## src/rtl/lfsr_burst_pkg.sv

```systemverilog
// Shared types, constants and the Galois step function for the LFSR burst stimulus generator.
package lfsr_burst_pkg;

    typedef enum logic [1:0] {IDLE, RUN, DONE} state_t;

    localparam int unsigned LFSR_W = 16;
    localparam logic [LFSR_W-1:0] LFSR_POLY = 16'hB400;
    localparam logic [LFSR_W-1:0] LFSR_SAFE_SEED = 16'h0001;

    function automatic logic [LFSR_W-1:0] lfsr_next(input logic [LFSR_W-1:0] cur);
        return (cur >> 1) ^ (cur[0] ? LFSR_POLY : '0);
    endfunction

endpackage

```

## src/rtl/lfsr16_galois.sv

```systemverilog
// 16-bit Galois LFSR register with seed load, step enable and all-zero seed substitution.
module lfsr16_galois
    import lfsr_burst_pkg::*;
#(
    parameter int unsigned WIDTH = 5,
    parameter logic [LFSR_W-1:0] SEED = 16'hACE1
) (
    input  logic              clk,
    input  logic              rst,
    input  logic              load,
    input  logic [LFSR_W-1:0] seed_in,
    input  logic              advance,
    output logic [WIDTH-1:0]  sample
);

    // An all-zero state would lock the LFSR, so zero seeds are replaced.
    localparam logic [LFSR_W-1:0] RESET_VAL = (SEED == '0) ? LFSR_SAFE_SEED : SEED;

    logic [LFSR_W-1:0] lfsr_q;

    always_ff @(posedge clk) begin
        if (rst) begin
            lfsr_q <= RESET_VAL;
        end else if (load) begin
            lfsr_q <= (seed_in == '0) ? LFSR_SAFE_SEED : seed_in;
        end else if (advance) begin
            lfsr_q <= lfsr_next(lfsr_q);
        end
    end

    assign sample = lfsr_q[WIDTH-1:0];

endmodule

```

## src/rtl/lfsr_burst_stim_gen.sv

```systemverilog
// Burst stimulus source: NUM_SAMPLES LFSR samples, each held HOLD_CYCLES clocks, with min/max/sum.
// Define LFSR_BURST_FINAL_REPORT_EN for a simulation-only end-of-run report.
module lfsr_burst_stim_gen
    import lfsr_burst_pkg::*;
#(
    parameter int unsigned WIDTH = 5,
    parameter int unsigned NUM_SAMPLES = 20,
    parameter int unsigned HOLD_CYCLES = 1,
    parameter logic [15:0] SEED = 16'hACE1
) (
    input  logic                                        clk,
    input  logic                                        rst,
    input  logic                                        start,
    input  logic                                        stop,
    input  logic                                        seed_load,
    input  logic [15:0]                                 seed_in,
    output logic [WIDTH-1:0]                            value,
    output logic                                        valid,
    output logic                                        busy,
    output logic                                        done,
    output logic [$clog2(NUM_SAMPLES+1)-1:0]            sample_cnt,
    output logic [WIDTH-1:0]                            min_val,
    output logic [WIDTH-1:0]                            max_val,
    output logic [WIDTH+$clog2(NUM_SAMPLES+1)-1:0]      sum
);

    localparam int unsigned CW = $clog2(NUM_SAMPLES + 1);
    localparam int unsigned SW = WIDTH + CW;
    localparam int unsigned HW = (HOLD_CYCLES > 1) ? $clog2(HOLD_CYCLES) : 1;
    localparam logic [HW-1:0] HOLD_LAST = HW'(HOLD_CYCLES - 1);
    localparam logic [CW-1:0] NUM_LAST = CW'(NUM_SAMPLES);

    state_t state_q, state_d;
    logic [HW-1:0] hold_q, hold_d;
    logic [CW-1:0] issued_q, issued_d;
    logic issue, seed_accept, clear_stats;

    logic [WIDTH-1:0] lfsr_sample;
    logic [WIDTH-1:0] value_q;
    logic             valid_q;
    logic [CW-1:0]    cnt_q;
    logic [WIDTH-1:0] min_q, max_q;
    logic [SW-1:0]    sum_q;

    lfsr16_galois #(
        .WIDTH (WIDTH),
        .SEED  (SEED)
    ) u_lfsr (
        .clk     (clk),
        .rst     (rst),
        .load    (seed_accept),
        .seed_in (seed_in),
        .advance (issue),
        .sample  (lfsr_sample)
    );

    always_ff @(posedge clk) begin
        if (rst) begin
            state_q <= IDLE;
        end else begin
            state_q <= state_d;
        end
    end

    always_comb begin
        state_d     = state_q;
        hold_d      = hold_q;
        issued_d    = issued_q;
        issue       = 1'b0;
        seed_accept = 1'b0;
        clear_stats = 1'b0;
        unique case (state_q)
            IDLE, DONE: begin
                // seed_load has priority; a simultaneous start is dropped.
                if (seed_load) begin
                    seed_accept = 1'b1;
                end else if (start) begin
                    state_d     = RUN;
                    clear_stats = 1'b1;
                    issue       = 1'b1;
                    hold_d      = '0;
                    issued_d    = CW'(1);
                end
            end
            RUN: begin
                if (stop) begin
                    state_d = DONE;
                end else if (hold_q == HOLD_LAST) begin
                    hold_d = '0;
                    if (issued_q == NUM_LAST) begin
                        state_d = DONE;
                    end else begin
                        issue    = 1'b1;
                        issued_d = issued_q + 1'b1;
                    end
                end else begin
                    hold_d = hold_q + 1'b1;
                end
            end
            default: state_d = IDLE;
        endcase
    end

    // Statistics fold in the sample presented during the preceding valid cycle.
    always_ff @(posedge clk) begin
        if (rst) begin
            hold_q   <= '0;
            issued_q <= '0;
            value_q  <= '0;
            valid_q  <= 1'b0;
            cnt_q    <= '0;
            min_q    <= '1;
            max_q    <= '0;
            sum_q    <= '0;
        end else begin
            hold_q   <= hold_d;
            issued_q <= issued_d;
            valid_q  <= issue;
            if (issue) begin
                value_q <= lfsr_sample;
            end
            if (clear_stats) begin
                cnt_q <= '0;
                min_q <= '1;
                max_q <= '0;
                sum_q <= '0;
            end else if (valid_q) begin
                cnt_q <= cnt_q + 1'b1;
                sum_q <= sum_q + SW'(value_q);
                if (value_q < min_q) begin
                    min_q <= value_q;
                end
                if (value_q > max_q) begin
                    max_q <= value_q;
                end
            end
        end
    end

    assign value      = value_q;
    assign valid      = valid_q;
    assign busy       = (state_q == RUN);
    assign done       = (state_q == DONE);
    assign sample_cnt = cnt_q;
    assign min_val    = min_q;
    assign max_val    = max_q;
    assign sum        = sum_q;

`ifdef LFSR_BURST_FINAL_REPORT_EN
    final begin
        $display("lfsr_burst_stim_gen %m: sample_cnt=%0d min_val=%0d max_val=%0d sum=%0d at %0t",
                 sample_cnt, min_val, max_val, sum, $time);
        if (busy) begin
            $warning("lfsr_burst_stim_gen %m: simulation ended while a burst was running");
        end
    end
`else
    // Synthesis build: no end-of-run report.
`endif

endmodule

```

## config.mk

```make
export PLATFORM = sky130hd
export DESIGN_NAME = lfsr_burst_stim_gen
export DESIGN_NICKNAME = d
export VERILOG_FILES = /design/src/rtl/lfsr_burst_pkg.sv /design/src/rtl/lfsr16_galois.sv /design/src/rtl/lfsr_burst_stim_gen.sv
export SDC_FILE = /design/constraint.sdc
export NUM_CORES = 1
export LEC_CHECK = 0
export ABC_AREA = 1
export CAP_MARGIN = 20
export CORE_UTILIZATION = 35
export DETAILED_ROUTE_END_ITERATION = 8
export MAX_ROUTING_LAYER = met4
export PLACE_DENSITY_LB_ADDON = 0.2
export SETUP_SLACK_MARGIN = 0.3
export SLEW_MARGIN = 20
export SYNTH_ARGS = -nofsm -noshare
export SYNTH_HDL_FRONTEND = slang
export SYNTH_SLANG_ARGS = --single-unit
```

## constraint.sdc

```tcl
create_clock -name clk -period 4.73 [get_ports clk]
set_input_delay 0.7095 -clock clk [delete_from_list [all_inputs] [get_ports clk]]
set_output_delay 0.7095 -clock clk [all_outputs]
set_load 0.01 [all_outputs]
```

==> flow_summary_export.csv <==
group,metric,value,unit
clock_tree,cts_max_path_buffers,2,
run,max_cap_viol_count,0,
timing,fin_hold_ws,0.463,ns
min_path,hold_path_class,"register to register",
detailed_routing,wl,6410,µm
synth,ys_ff_latch,54,
synth,yosysSeqAreaShare,0.358,
grt,grt_pass1_vias,2561,
outcome,status,"finished clean",
synth,synth_top_cell_by_area,"dfxtp_1",
synth,async_flop_share,0,
worst_setup_path,critical_path.max_fanout,20,
detailed_routing,drc,0,
clock_tree,numCtsBuffers,5,
timing,hold_viol_final,0,
worst_setup_path,critical_path_arrival,2.60,ns
grt,grt-ovfl-total,0,
timing,slew_headroom,0.631,
synth,ys_types,30,
grt,antenna_found_initial,0,
synth,yosys-top-cells-count,"nand2_1 (120), inv_1 (65), dfxtp_1 (54)",
cells_and_area,nNetsFinal,530,
synth,ys_warn_count,0,
cells_and_area,area_delta_synth_final,21.6,%
clock_tree,htreeDepth,2,
floorplan,num_rows,33,
placement,hpwl,4730,µm
floorplan,die_width,94.9,µm
detailed_routing,first_pass_iters,5,
placement,io_buffers,53,
timing,drv_slew,0,
worst_setup_path,r2r_start,"value[0]$_SDFFE_PP0P_",
placement,routabilityCongestion,0.772,
synth,avgSynthCellArea,6.80,µm²
detailed_routing,antenna_left,0,
worst_setup_path,cp-endpoint,"sample_cnt[4]$_SDFFE_PP0P_",
cells_and_area,drive_gt1_frac,0.0467,
clock_tree,path_clk_slew,0.09,ns
clock_tree,ctsHoldBuffers,0,
timing,clock_skew,0.0108,ns
floorplan,ioPinCount,54,
synth,synth_area,0.00302,mm²
cells_and_area,diodes,0,
timing,min_period_over_period,0.500,
timing,final.min_clock_period,2.36,ns
clock_tree,cts_tree,"done",
worst_setup_path,startpoint,"rst",
timing,fmax,423,MHz
worst_setup_path,critPathCaptureType,"register",
power_and_ir_drop,p_leak,1.70,nW
min_path,holdPathStages,1,
synth,synthCells,444,
floorplan,coreArea,0.00830,mm²
clock_tree,cts_resized,0,
clock_tree,root_buffer,"clkbuf_8",
worst_setup_path,reg2regPathDepth,11,
timing,setup_viol,0,
clock_tree,post_cts_buffers,0,
floorplan,die-area,0.00901,mm²
power_and_ir_drop,power_density,253,mW/mm²
synth,synth_fp_nets,483,
worst_setup_path,critPathRequiredTime,4.97,ns
timing,grt_setup_unrepaired,"no",
detailed_routing,vias,2783,
worst_setup_path,rrSetupSlack,2.82,ns
grt,grt_pass1_wl,11300,µm
floorplan,start_util,0.364,
synth,ys.flop_type,"dfxtp_1",
clock_tree,clk_latency,0.31,ns
worst_setup_path,path_class,"primary input to register",
power_and_ir_drop,max-vdd-ir-drop,0.109,mV
worst_setup_path,startpoint_type,"primary input",
worst_setup_path,r2r_end,"sum[8]$_SDFFE_PP0P_",
detailed_routing,avgRoutedWirePerCell,10.7,µm
synth,synth_most_common_cell,"nand2_1",
timing,setup_tns,0,ns
detailed_routing,via_per_inst,4.66,
synth,yosysTopAreaCellShare,0.358,
floorplan,die_y,94.9,µm
grt,grt_use_total,0.160,
clock_tree,clkSinkCount,54,
timing,tightestPinTransition,0.553,ns
detailed_routing,drtIter0Drc,131,
grt,grt_max_degree,34,
synth,synth-edff-count,0,
synth,ys_top_cells_by_area,"dfxtp_1 (36%), nand2_1 (15%), inv_1 (8.1%), ha_1 (7.0%), nor2_1 (6.5%)",
## power by group
part	switching (mW)	total (mW)	leakage (nW)	internal, mW
Combinational	0.0922	0.164	1.21	0.0722
Sequential	0.0195	0.498	0.441	0.479
Clock	0.149	0.268	0.0482	0.119
Total	0.261	0.930	1.70	0.669
## sequential cells by signal (all words and copies together) (netlist names)
register       flops
issued_q           5
max_val            5
min_val            5
sample_cnt         5
state_q            2
sum               10
u_lfsr.lfsr_q     16
valid              1
value              5
## worst max-delay path, stage by stage
cell	delay, ns
clkdlybuf4s50_1	0.64
inv_1	0.54
nand2_4	0.16
inv_2	0.31
o21ai_1	0.12
a21oi_1	0.12
## cells in the final DEF (no fill, tap or decap)
master	count
o21ai_1	3
clkbuf_1	1
o211ai_1	3
inv_1	65
nand3_1	31
nor2_1	52
nand3_4	2
dfxtp_1	54
a21o_1	1
a31oi_1	1
o21ai_0	17
nor3b_1	1
nand2_4	4
xor2_1	1
nand2_1	120
clkinv_2	1
a21oi_1	29
xnor2_1	2
inv_2	3
nand3b_1	1
ha_1	17
nor3_1	3
clkdlybuf4s50_1	53
nor2_2	2
fa_1	1
buf_4	1
clkbuf_8	6
nand4_1	13
or2_2	3
nand4_2	1
## layer usage
layer / up-vias / track usage / wire [µm]
li1: 1494 / - / -
met1: 1237 / 0.203 / 3110
met2: 48 / 0.270 / 3050
met3: 4 / 0.0266 / 200
met4: 0 / 0.0303 / 44
met5: - / - / 0
## kinds of logic after synthesis
family                     count (synthesis)  synth area share
and+or+nand+nor                          233             0.343
buffers and inverters                     82             0.120
AOI/OAI and AO/OA                         54            0.0932
DFF                                       54             0.358
xor gates and xnor gates                   3           0.00870
adders and majority gates                 18            0.0770
## stage by stage
stage               instances  setup WS (ns)  area, µm²  power (mW)   util
floorplan                 444           3.06       3020       0.622      -
finish                    597           2.37       3670       0.930  0.443
global placement          589           2.07       3580       0.673  0.432
detailed placement        589           2.00       3580       0.675  0.432
CTS                       597           2.33       3670       0.943  0.443
global route              597           2.14       3670       0.987  0.443
## worst min path at each step
stage,slack [ns],to,from
3_5_place_dp,0.45,u_lfsr.lfsr_q[10]$_SDFFE_PP1P_,u_lfsr.lfsr_q[10]$_SDFFE_PP1P_
2_1_floorplan,0.43,u_lfsr.lfsr_q[10]$_SDFFE_PP1P_,u_lfsr.lfsr_q[10]$_SDFFE_PP1P_
3_3_place_gp,0.44,u_lfsr.lfsr_q[10]$_SDFFE_PP1P_,u_lfsr.lfsr_q[10]$_SDFFE_PP1P_
6_report,0.46,sample_cnt[4]$_SDFFE_PP0P_,sample_cnt[4]$_SDFFE_PP0P_
4_1_cts,0.47,sample_cnt[4]$_SDFFE_PP0P_,sample_cnt[4]$_SDFFE_PP0P_
5_1_grt,0.49,sample_cnt[4]$_SDFFE_PP0P_,sample_cnt[4]$_SDFFE_PP0P_
## area by class of cell
cell class                 instances  area (µm²)
inverter                          68         255
timing repair buffer              54         538
clock inverter                     1        5.00
fill                             855        4630
tap                              105         131
sequential                        54        1080
multi-input combinational        308        1580
clock buffer                       7        86.3
(Power assumes the default switching activity.)
